`src/rtl/obstacle_scroller.sv`:
```
// obstacle_scroller
//   Generates and scrolls three pipe obstacles for the pixel colour driver.
//   A tick counter paces the scroll. On each tick every pipe moves left by
//   STEP px. A pipe that has fully left the screen is respawned one ring
//   (3*SPACING) further right with a fresh LFSR gap. Passing the bird
//   column raises a one-cycle score pulse. Collision freezes everything
//   until start is asserted again.
//
// Ports
//   clk                 system clock
//   reset               asynchronous, active-low
//   start               begin play (IDLE) / restart (HALT)
//   collision           halts scrolling, beats start
//   finalObsLeft1..3    pipe left x, clamped to 0
//   finalObsRight1..3   pipe right x (left+OBS_W-1), clamped to 0
//   finalYTop1..3       gap top y
//   finalYBot1..3       gap bottom y (YTop+GAP_H)
//   running             high while scrolling
//   scored              one-cycle pulse per pipe passed
//   score               pipes passed, saturating at 255
//
// state  | meaning
// S_IDLE | pipes parked at reset positions, waiting for start
// S_RUN  | counting ticks and scrolling
// S_HALT | frozen after collision, waiting for start without collision

module obstacle_scroller #(
  parameter int          SCREEN_W = 640,
  parameter int          SCREEN_H = 480,
  parameter int          OBS_W    = 40,
  parameter int          SPACING  = 160,
  parameter int          GAP_H    = 120,
  parameter int          GAP_MIN  = 40,
  parameter int          STEP     = 2,
  parameter int          TICK_DIV = 250000,
  parameter int          BIRD_X   = 100,
  parameter logic [15:0] SEED     = 16'hACE1
) (
  input  logic       clk,
  input  logic       reset,
  input  logic       start,
  input  logic       collision,
  output logic [9:0] finalObsLeft1,
  output logic [9:0] finalObsLeft2,
  output logic [9:0] finalObsLeft3,
  output logic [9:0] finalObsRight1,
  output logic [9:0] finalObsRight2,
  output logic [9:0] finalObsRight3,
  output logic [8:0] finalYTop1,
  output logic [8:0] finalYTop2,
  output logic [8:0] finalYTop3,
  output logic [8:0] finalYBot1,
  output logic [8:0] finalYBot2,
  output logic [8:0] finalYBot3,
  output logic       running,
  output logic       scored,
  output logic [7:0] score
);

  typedef enum logic [1:0] {S_IDLE, S_RUN, S_HALT} state_t;

  localparam int                CW        = $clog2(TICK_DIV);
  localparam logic [CW-1:0]     CNT_LAST  = CW'(TICK_DIV - 1);
  localparam logic [15:0]       SEED_I    = (SEED == 16'h0) ? 16'hACE1 : SEED;
  localparam logic signed [10:0] STEP_C   = 11'(STEP);
  localparam logic signed [10:0] OBSW_C   = 11'(OBS_W);
  localparam logic signed [10:0] BIRD_C   = 11'(BIRD_X);
  localparam logic signed [10:0] RING_C   = 11'(3 * SPACING);
  localparam logic [8:0]        YTOP_INIT = 9'((SCREEN_H - GAP_H) / 2);
  localparam logic [8:0]        GAP_H_C   = 9'(GAP_H);
  localparam logic [8:0]        GAP_MIN_C = 9'(GAP_MIN);

  function automatic logic signed [10:0] p_init(input int i);
    return 11'(SCREEN_W + i * SPACING);
  endfunction

  // Negative x is pinned to 0; anything right of the screen passes through.
  function automatic logic [9:0] clamp(input logic signed [10:0] v);
    return v[10] ? 10'd0 : v[9:0];
  endfunction

  state_t              state_q, state_d;
  logic [CW-1:0]       cnt_q, cnt_d;
  logic [15:0]         lfsr_q, lfsr_d;
  logic [7:0]          score_q, score_d;
  logic                scored_q, scored_d;
  logic                running_q, running_d;
  logic signed [10:0]  p_q [3];
  logic signed [10:0]  p_d [3];
  logic signed [10:0]  moved [3];
  logic [8:0]          ytop_q [3];
  logic [8:0]          ytop_d [3];
  logic [8:0]          ybot_q [3];
  logic [8:0]          ybot_d [3];
  logic [9:0]          left_q [3];
  logic [9:0]          left_d [3];
  logic [9:0]          right_q [3];
  logic [9:0]          right_d [3];
  logic                step_en, reload, passed;

  always_comb begin
    state_d  = state_q;
    cnt_d    = cnt_q;
    score_d  = score_q;
    scored_d = 1'b0;
    step_en  = 1'b0;
    reload   = 1'b0;
    passed   = 1'b0;
    // Galois form, taps x^16+x^14+x^13+x^11; free-running in every state.
    lfsr_d   = {1'b0, lfsr_q[15:1]} ^ (lfsr_q[0] ? 16'hB400 : 16'h0000);

    case (state_q)
      S_IDLE: begin
        if (start) begin
          state_d = S_RUN;
          cnt_d   = '0;
        end
      end
      S_RUN: begin
        // Collision wins over a coinciding tick: no step, counter frozen.
        if (collision) begin
          state_d = S_HALT;
        end else if (cnt_q == CNT_LAST) begin
          cnt_d   = '0;
          step_en = 1'b1;
        end else begin
          cnt_d = cnt_q + CW'(1);
        end
      end
      S_HALT: begin
        if (start && !collision) begin
          state_d = S_RUN;
          cnt_d   = '0;
          score_d = '0;
          reload  = 1'b1;
        end
      end
      default: state_d = S_IDLE;
    endcase

    for (int i = 0; i < 3; i++) begin
      p_d[i]    = p_q[i];
      ytop_d[i] = ytop_q[i];
      ybot_d[i] = ybot_q[i];
      moved[i]  = p_q[i] - STEP_C;
      if (step_en) begin
        // Score uses the moved position before any respawn wrap.
        if ((p_q[i] + OBSW_C - 11'sd1 >= BIRD_C) &&
            (moved[i] + OBSW_C - 11'sd1 < BIRD_C)) begin
          passed = 1'b1;
        end
        if (moved[i] + OBSW_C <= 11'sd0) begin
          p_d[i]    = moved[i] + RING_C;
          ytop_d[i] = GAP_MIN_C + {1'b0, lfsr_q[7:0]};
          ybot_d[i] = GAP_MIN_C + {1'b0, lfsr_q[7:0]} + GAP_H_C;
        end else begin
          p_d[i] = moved[i];
        end
      end
      if (reload) begin
        p_d[i]    = p_init(i);
        ytop_d[i] = YTOP_INIT;
        ybot_d[i] = YTOP_INIT + GAP_H_C;
      end
      left_d[i]  = clamp(p_d[i]);
      right_d[i] = clamp(p_d[i] + OBSW_C - 11'sd1);
    end

    if (passed) begin
      scored_d = 1'b1;
      if (score_q != 8'hFF) begin
        score_d = score_q + 8'd1;
      end
    end

    running_d = (state_d == S_RUN);
  end

  always_ff @(posedge clk or negedge reset) begin
    if (!reset) begin
      state_q   <= S_IDLE;
      cnt_q     <= '0;
      lfsr_q    <= SEED_I;
      score_q   <= '0;
      scored_q  <= 1'b0;
      running_q <= 1'b0;
      for (int i = 0; i < 3; i++) begin
        p_q[i]     <= p_init(i);
        ytop_q[i]  <= YTOP_INIT;
        ybot_q[i]  <= YTOP_INIT + GAP_H_C;
        left_q[i]  <= clamp(p_init(i));
        right_q[i] <= clamp(p_init(i) + OBSW_C - 11'sd1);
      end
    end else begin
      state_q   <= state_d;
      cnt_q     <= cnt_d;
      lfsr_q    <= lfsr_d;
      score_q   <= score_d;
      scored_q  <= scored_d;
      running_q <= running_d;
      for (int i = 0; i < 3; i++) begin
        p_q[i]     <= p_d[i];
        ytop_q[i]  <= ytop_d[i];
        ybot_q[i]  <= ybot_d[i];
        left_q[i]  <= left_d[i];
        right_q[i] <= right_d[i];
      end
    end
  end

  assign finalObsLeft1  = left_q[0];
  assign finalObsLeft2  = left_q[1];
  assign finalObsLeft3  = left_q[2];
  assign finalObsRight1 = right_q[0];
  assign finalObsRight2 = right_q[1];
  assign finalObsRight3 = right_q[2];
  assign finalYTop1     = ytop_q[0];
  assign finalYTop2     = ytop_q[1];
  assign finalYTop3     = ytop_q[2];
  assign finalYBot1     = ybot_q[0];
  assign finalYBot2     = ybot_q[1];
  assign finalYBot3     = ybot_q[2];
  assign running        = running_q;
  assign scored         = scored_q;
  assign score          = score_q;

endmodule

```
`config.mk`:
```
export PLATFORM = sky130hd
export DESIGN_NAME = obstacle_scroller
export DESIGN_NICKNAME = d
export VERILOG_FILES = /design/src/rtl/obstacle_scroller.sv
export SDC_FILE = /design/constraint.sdc
export NUM_CORES = 1
export LEC_CHECK = 0
export CAP_MARGIN = 15
export CORE_MARGIN = 2
export CORE_UTILIZATION = 25
export CTS_BUF_LIST = sky130_fd_sc_hd__clkbuf_4
export CTS_CLUSTER_DIAMETER = 200
export DETAILED_ROUTE_END_ITERATION = 10
export SLEW_MARGIN = 0
export SYNTH_ARGS = -nofsm -noshare
export SYNTH_HDL_FRONTEND = slang
export SYNTH_SLANG_ARGS = --single-unit
```
`constraint.sdc`:
```
create_clock -name clk -period 9.44 [get_ports clk]
set_clock_uncertainty 0.2 [all_clocks]
set_input_delay 1.888 -clock clk [delete_from_list [all_inputs] [get_ports clk]]
set_output_delay 1.888 -clock clk [all_outputs]
set_load 0.05 [all_outputs]
```
; Yosys cells after proc, flatten, opt, wreduce, memory -nomap -nowiden
; Cells that the tools add are included.
[classes]
n_eq_ne = 8
n_reduce_logical = 15
n_addsub = 28
bitwise_logic = 1
order_cmp = 9
mux = 59
[op_table]
columns = operator, n
row1 = $mux W9, 18
row2 = $add A11 B7 Y11 const B, 9
row3 = $mux W11, 9
row4 = $sub A11 B2 Y11 const B, 9
row5 = $mux W18, 4
row6 = $mux W10, 6
row7 = $pmux W18 S3, 1
row8 = $add A11 B10 Y11 const B, 3
row9 = $ge A11 B8 Y1 const B, 3
row10 = $le A11 B1 Y1 const B, 3
row11 = $lt A11 B8 Y1 const B, 3
row12 = $sub A11 B3 Y11 const B, 3
row13 = $mux W8, 4
row14 = $add A18 B1 Y18 const B, 1
row15 = $eq A18 B18 Y1 const B, 1
row16 = $mux W16, 1
row17 = $xor A15 B16 Y16, 1
row18 = $mux W1, 12
row19 = $add A6 B8 Y9 const A, 1
row20 = $add A9 B7 Y9 const B, 1
row21 = $add A8 B1 Y8 const B, 1
row22 = $ne A8 B8 Y1 const B, 1
row23 = $reduce_bool A2 Y1, 4
row24 = $mux W2, 3
row25 = 10 further kinds, 18
[word_totals]
elab_cells = 141
reg_bits = 193
in_bits = 4
output_inout_bits = 124

; Longest topological paths before layout
; Gate-level depths: netlist of run 1.
[logic_depth]
ltp_word = 12
depth_mapped = 20
ltp_nobuf = 18

; Worst setup path after synthesis of run 1
; OpenSTA, ideal clock, no wires.
[synth_timing]
kind = input-to-reg
startpoint = in collision
endpoint = reg right_q (netlist bit finalObsRight2[3])
path_slack_ps = 4406
required_time_ps = 9093
setup_ps = 147
arrival_time_ps = 4687
stages = 12
cell_sequence = nand2b_1 nor4_2 buf_2 clkbuf_1 xnor2_1 nand2_1 ha_1 a21oi_1 and2_1 o211ai_1 nor4_2 nor3_1
[synth_rtl]
columns = element, line
row1 = start: declaration, 42  ; input logic collision,
row2 = end signal: indexed assignment, 192  ; right_q[i] <= clamp(p_init(i) + OBSW_C - 11'sd1);
row3 = end signal: indexed assignment, 206  ; right_q[i] <= right_d[i];
row4 = end: declaration, 97  ; logic [9:0] right_q [3];

==> results.cfg, run 1 <==
[outcome]
outcome = complete, no violations

[die]
die_x_um = 218
dieHeight_um = 218
num_rows = 78
initial_utilization_pct = 25.3
design.die.area_mm2 = 0.0477
core_region_area_mm2 = 0.0454
pin_count = 128

[layout]
final_design_area_no_fill_mm2 = 0.0136
multi_input_area_mm2 = 0.00626
syn2layout_area_growth_pct = 18.2
seq_area_mm2 = 0.00469
utilization_pct = 29.9
layout-drive-gt1-share_pct = 12.5
fillCellCount = 4789
nNetsFinal = 1427

[sta]
fmax_mhz = 169
period_share_pct = 62.8
post-route-worst-setup-slack_ns = 3.51
setup_violations = 0
final_max_slew_viol_count = 0
rsz0062_at_grt = false
finalCriticalPeriod_ns = 5.93
setup-tns-final_ns = 0
max_slew_margin_pct = 19.9
finalHoldViolCount = 0
tightest_slew_ns = 1.20

[logic_synthesis]
synth_nets = 1348
ys_ff_latch = 184
avgSynthCellArea_um2 = 8.76
yosysUniqueCellTypes = 100
yosys_warnings = 0
yosys-top-cells-area = dfrtp_1 25%, dfstp_2 15%, nand2_1 4.7%, nor2_1 4.0%, xnor2_1 3.9%
syn_inst = 1312
synth_top_area_share_pct = 25.5
netlist_area_mm2 = 0.0115
synthArstFlopShare_pct = 100
seq_area_frac_synth_pct = 40.8
synth-main-ff-cell = dfrtp_1
synth_commonest_cells = 145 x nand2_1, 123 x nor2_1, 117 x dfrtp_1, 73 x o21ai_0, 72 x a21oi_1
synth_top_area_cell = dfrtp_1
synth_edf_count = 0
yosysMostFrequentCell = nand2_1

[power]
peakVddDrop_v = 0.000159
power_density_mw_per_mm2 = 278
total_power_mw = 3.77
leakagePower_nw = 5.62

[clock_network]
postCtsSetupRepairBufs = 0
clkTransAtPathRegs_ns = 0.18
clk_latency_ns = 0.64
holdBufCountCts = 0
numCtsBuffers = 17
cts_sinks = 184
cts-root-buf = clkbuf_4
cts_tree = done
cts.path.max_buffers = 2
post_cts_resized = 0
htreeDepth = 4

[critical_path]
crit_slowest_cell = nor3b_1
crit_family = simple AND/OR/NAND/NOR gates
end_kind = flop
worstSetupPathType = reg2reg
slowest_delay_ns = 0.68
required_ns = 9.76
start_kind = flop
worstPathArrival_ns = 6.24
crit_fanout = 14
reg2reg_depth = 18
path_cells = inv_1, ha_1, nor3b_1, xor2_1, inv_1, ha_1, a21o_1, xnor2_1, xnor2_1, nand3b_1, nor3b_2, and2_0, o31ai_1, a32oi_1, inv_2, o211ai_1, o31a_2, nor3_1
crit_buf_inv = 3
cp.depth = 18

[detailed_routing]
vias_per_cell = 4.97
drc = 0
vias = 9974
drt-initial-drc-count = 739
ant_nets = 0
first_pass_iters = 5
wire_per_inst_um = 16.1
wl_mm = 32.3

[min_path]
hold_path_depth = 0
hold_class = reg2reg

[job]
drv_cap = 0

[global_routing]
grt_max_degree = 121
grt-ovfl-total = 0
grt_pass1_vias = 9811
antenna_found_initial = 1
grt_pass1_wl_mm = 52.4
grt_usage_pct = 13.7

[placed_design]
dp_slack_ns = 3.56
port_buffers = 127
gp_congestion = 0.895
hpwl_mm = 23.0
post_dp_cell_area_mm2 = 0.0133
==> layout make-up <==
| cell class | instances | share of cell area (%) |
|---|---|---|
| repair buffers | 139 | 10.0 |
| inverters | 56 | 1.55 |
| clock buffers | 17 | 0.939 |
| multi-input cells | 993 | 46.1 |
| clock inverters | 15 | 1.32 |
| diodes | 1 | 0.0184 |
| well taps | 600 | 5.53 |
| flip-flops and latches | 184 | 34.5 |
==> per-stage QoR <==
step | cells | hold WS (ns)
final | 2005 | 0.173
after global routing | 2005 | 0.178
after CTS | 2004 | 0.174
after detailed placement | 1972 | 0.139
after global placement | 1972 | 0.138
after floorplan | 1312 | 0.131
==> kinds of logic (layout without fill, tap and decap cells) <==
| logic type | count (synthesis) | count (layout) | synth area share, % |
|---|---|---|---|
| AND/OR/NAND/NOR | 561 | 561 | 25.0 |
| AO/OA/AOI/OAI | 297 | 297 | 17.3 |
| flip-flops | 184 | 184 | 40.8 |
| buffers and inverters | 135 | 227 | 4.95 |
| XOR/XNOR | 84 | 84 | 6.82 |
| adder cells (fa/ha/maj) | 32 | 32 | 3.48 |
| multiplexers | 19 | 19 | 1.74 |
| other | 0 | 1 | 0 |
==> sequential cells by signal (all words and copies together) (netlist names), 10 cells and up <==
signal,count
cnt_q,18
finalObsRight3,10
p_q,33
finalObsRight1,10
finalObsLeft1,10
finalObsLeft3,10
finalObsRight2,10
finalObsLeft2,10
lfsr_q,16
==> per-layer routing <==
| metal | vias to the layer above | GRT usage [%] | share of wire (%) |
|---|---|---|---|
| li1 | 4811 | - | - |
| met4 | 0 | 6.15 | 3.2 |
| met2 | 250 | 21.9 | 47 |
| met5 | - | 0 | 0 |
| met1 | 4856 | 17.8 | 45 |
| met3 | 57 | 2.83 | 4.5 |
==> worst paths after layout <==
kind                             from                end  slack (ns)
setup / recovery              p_q[12]  finalObsRight2[4]        3.51
hold / removal             lfsr_q[12]         lfsr_q[11]        0.17
setup reg to reg              p_q[12]  finalObsRight2[4]        3.51
hold reg to reg            lfsr_q[12]         lfsr_q[11]        0.17
max in group asynchronous       reset         state_q[1]        6.46
min in group asynchronous       reset             scored        1.09
==> power by group <==
group	internal, mW	total, mW	leakage [nW]	switching (mW)
logic	0.758	2.16	3.18	1.40
clock network	0.145	0.466	0.157	0.321
registers	0.988	1.15	2.29	0.160
total	1.89	3.77	5.62	1.88
==> cells in the final DEF, fill, tap and decap left out, types with 12 or more instances in the layout <==
cell / instances
nand4_1: 18
o211ai_1: 24
xor2_1: 28
clkbuf_4: 17
nand2b_1: 14
dfrtp_1: 117
o21ai_0: 73
buf_4: 12
nand3_1: 55
nor3_1: 57
a21oi_1: 72
dfstp_2: 67
and3_1: 23
inv_1: 53
xnor2_1: 51
clkdlybuf4s50_1: 126
nand2_1: 145
ha_1: 32
a31oi_1: 19
nor2b_1: 15
nor2_1: 123
and2_1: 14
Power figures use the tool's default switching activity.
==> run 2, diff against run 1 <==
==> constraint.sdc (replaced) <==
create_clock -name clk -period 6.1 [get_ports clk]
set_clock_uncertainty 0.2 [all_clocks]
set_input_delay 1.22 -clock clk [delete_from_list [all_inputs] [get_ports clk]]
set_output_delay 1.22 -clock clk [all_outputs]
set_load 0.05 [all_outputs]
==> results.cfg, run 2 (same netlist as run 1, synthesis figures left out) <==
[sta]
tightest_slew_ns = 0.986
rsz0062_at_grt = false
final_max_slew_viol_count = 0
setup-tns-final_ns = 0
max_slew_margin_pct = 34.0
setup_violations = 0
finalCriticalPeriod_ns = 5.54
post-route-worst-setup-slack_ns = 0.559
fmax_mhz = 180
period_share_pct = 90.8
finalHoldViolCount = 0

[clock_network]
postCtsSetupRepairBufs = 0
clkTransAtPathRegs_ns = 0.21
post_cts_resized = 0
clk_latency_ns = 0.66
cts_sinks = 184
cts_tree = done
numCtsBuffers = 17
htreeDepth = 4
holdBufCountCts = 0
cts-root-buf = clkbuf_4
cts.path.max_buffers = 2

[die]
dieHeight_um = 218
initial_utilization_pct = 25.3
die_x_um = 218
design.die.area_mm2 = 0.0477
core_region_area_mm2 = 0.0454
num_rows = 78
pin_count = 128

[min_path]
min_to = lfsr_q[6]
hold_class = reg2reg
min_from = lfsr_q[7]
hold_path_depth = 0

[job]
drv_cap = 0

[layout]
largest_reg_flops = 33
multi_input_area_mm2 = 0.00626
final_cell_mix = 145 x nand2_1, 126 x clkdlybuf4s50_1, 123 x nor2_1
seq_area_mm2 = 0.00469
nNetsFinal = 1433
top_register = p_q
top_regs = p_q: 33 flops, cnt_q: 18 flops, lfsr_q: 16 flops
syn2layout_area_growth_pct = 18.9
fillCellCount = 4780
layout-drive-gt1-share_pct = 13.0
layout_commonest_cell = nand2_1

[power]
leakagePower_nw = 5.67
p_sw_mw = 3.00
power_density_mw_per_mm2 = 433
p_int_mw = 2.92
power.share.sequential_pct = 30.2
p_clk_share_pct = 13.0
sw_frac_of_total_pct = 50.7
power_frac_comb_pct = 56.8
peakVddDrop_v = 0.000209

[critical_path]
reg2reg_depth = 18
crit_family = simple AND/OR/NAND/NOR gates
start_kind = flop
crit_fanout = 12
slowest_delay_ns = 0.54
worstPathArrival_ns = 5.84
end_kind = flop
worstReg2RegStart = p_q[23]
crit_slowest_cell = dfrtp_1
r2r_end = finalObsRight1[4]
path_cells = inv_1, ha_1, or3b_1, xnor2_1, inv_1, ha_1, a21oi_1, xnor2_1, xnor2_1, a21oi_1, o2111ai_1, nand2_2, mux2i_1, mux2i_1, inv_1, and4_1, xor2_2, nor2_1
crit_buf_inv = 3
worstSetupPathType = reg2reg
rrSetupSlack_ns = 0.56
required_ns = 6.40

[global_routing]
grt_pass1_wl_mm = 53.0
grt_usage_pct = 13.9
grt_max_degree = 107
grt-ovfl-total = 0
grt_pass1_vias = 9702
antenna_found_initial = 1

[detailed_routing]
wl_mm = 33.1
vias = 9968
vias_per_cell = 4.96
wire_per_inst_um = 16.5
drt-met1-wl_mm = 15.0
drt-initial-drc-count = 600
first_pass_iters = 5
top_layer_used = met4
wl_met3_mm = 1.41
ant_nets = 0
drc = 0
dr_wl_met2_mm = 15.9

[placed_design]
port_buffers = 127
dp_slack_ns = 0.661
gp_congestion = 0.896
hpwl_mm = 23.5

[outcome]
outcome = complete, no violations
run 2: power groups by stage:
stage	combinational [mW]	sequential, mW	clock [mW]
floorplan	1.97	2.27	0
finish	3.36	1.79	0.769
global placement	3.31	1.81	0
global route	3.66	1.82	0.845
CTS	3.35	1.78	0.803
detailed placement	3.34	1.80	0
run 2: stage by stage:
stage	power (mW)	instances	hold slack, ns	util [%]	area (um2)
4_1_cts	5.94	2010	0.166	30.1	13700
3_3_place_gp	5.11	1978	0.137	29.4	13300
5_1_grt	6.32	2011	0.167	30.1	13700
3_5_place_dp	5.14	1978	0.139	29.4	13300
2_1_floorplan	4.23	1312	0.131	-	11500
6_report	5.91	2011	0.167	30.1	13700
run 2: how the worst max path moves through the flow:
stage	start	to	slack, ns	cells past startpoint
floorplan	p_q[23]	finalObsRight1[3]	1.58	20
global placement	p_q[23]	finalObsRight1[3]	0.90	18
detailed placement	p_q[23]	finalObsRight1[3]	0.66	18
CTS	p_q[23]	finalObsRight1[4]	0.61	18
global route	p_q[23]	finalObsRight1[4]	0.02	18
finish	p_q[23]	finalObsRight1[4]	0.56	18
run 2: cell type report:
class | count | share of cell area, %
repair buffers | 145 | 10.4
clock buffers | 17 | 0.934
inverters | 56 | 1.54
clock inverters | 15 | 1.50
well taps | 600 | 5.49
multi-input cells | 993 | 45.8
flip-flops and latches | 184 | 34.3
diodes | 1 | 0.0183
run 2: worst reg2reg max path: stages (launching register included):
cell,delay (ns)
dfrtp_1,0.54
inv_1,0.17
ha_1,0.40
or3b_1,0.54
xnor2_1,0.34
inv_1,0.20
ha_1,0.25
a21oi_1,0.34
xnor2_1,0.21
xnor2_1,0.10
a21oi_1,0.21
o2111ai_1,0.34
nand2_2,0.26
mux2i_1,0.25
mux2i_1,0.34
inv_1,0.13
and4_1,0.20
xor2_2,0.29
nor2_1,0.09
run 2: layer usage:
layer	track usage, %	vias up
li1	-	4815
met1	18.3	4885
met2	22.6	224
met3	2.39	44
met4	5.44	0
met5	0	-
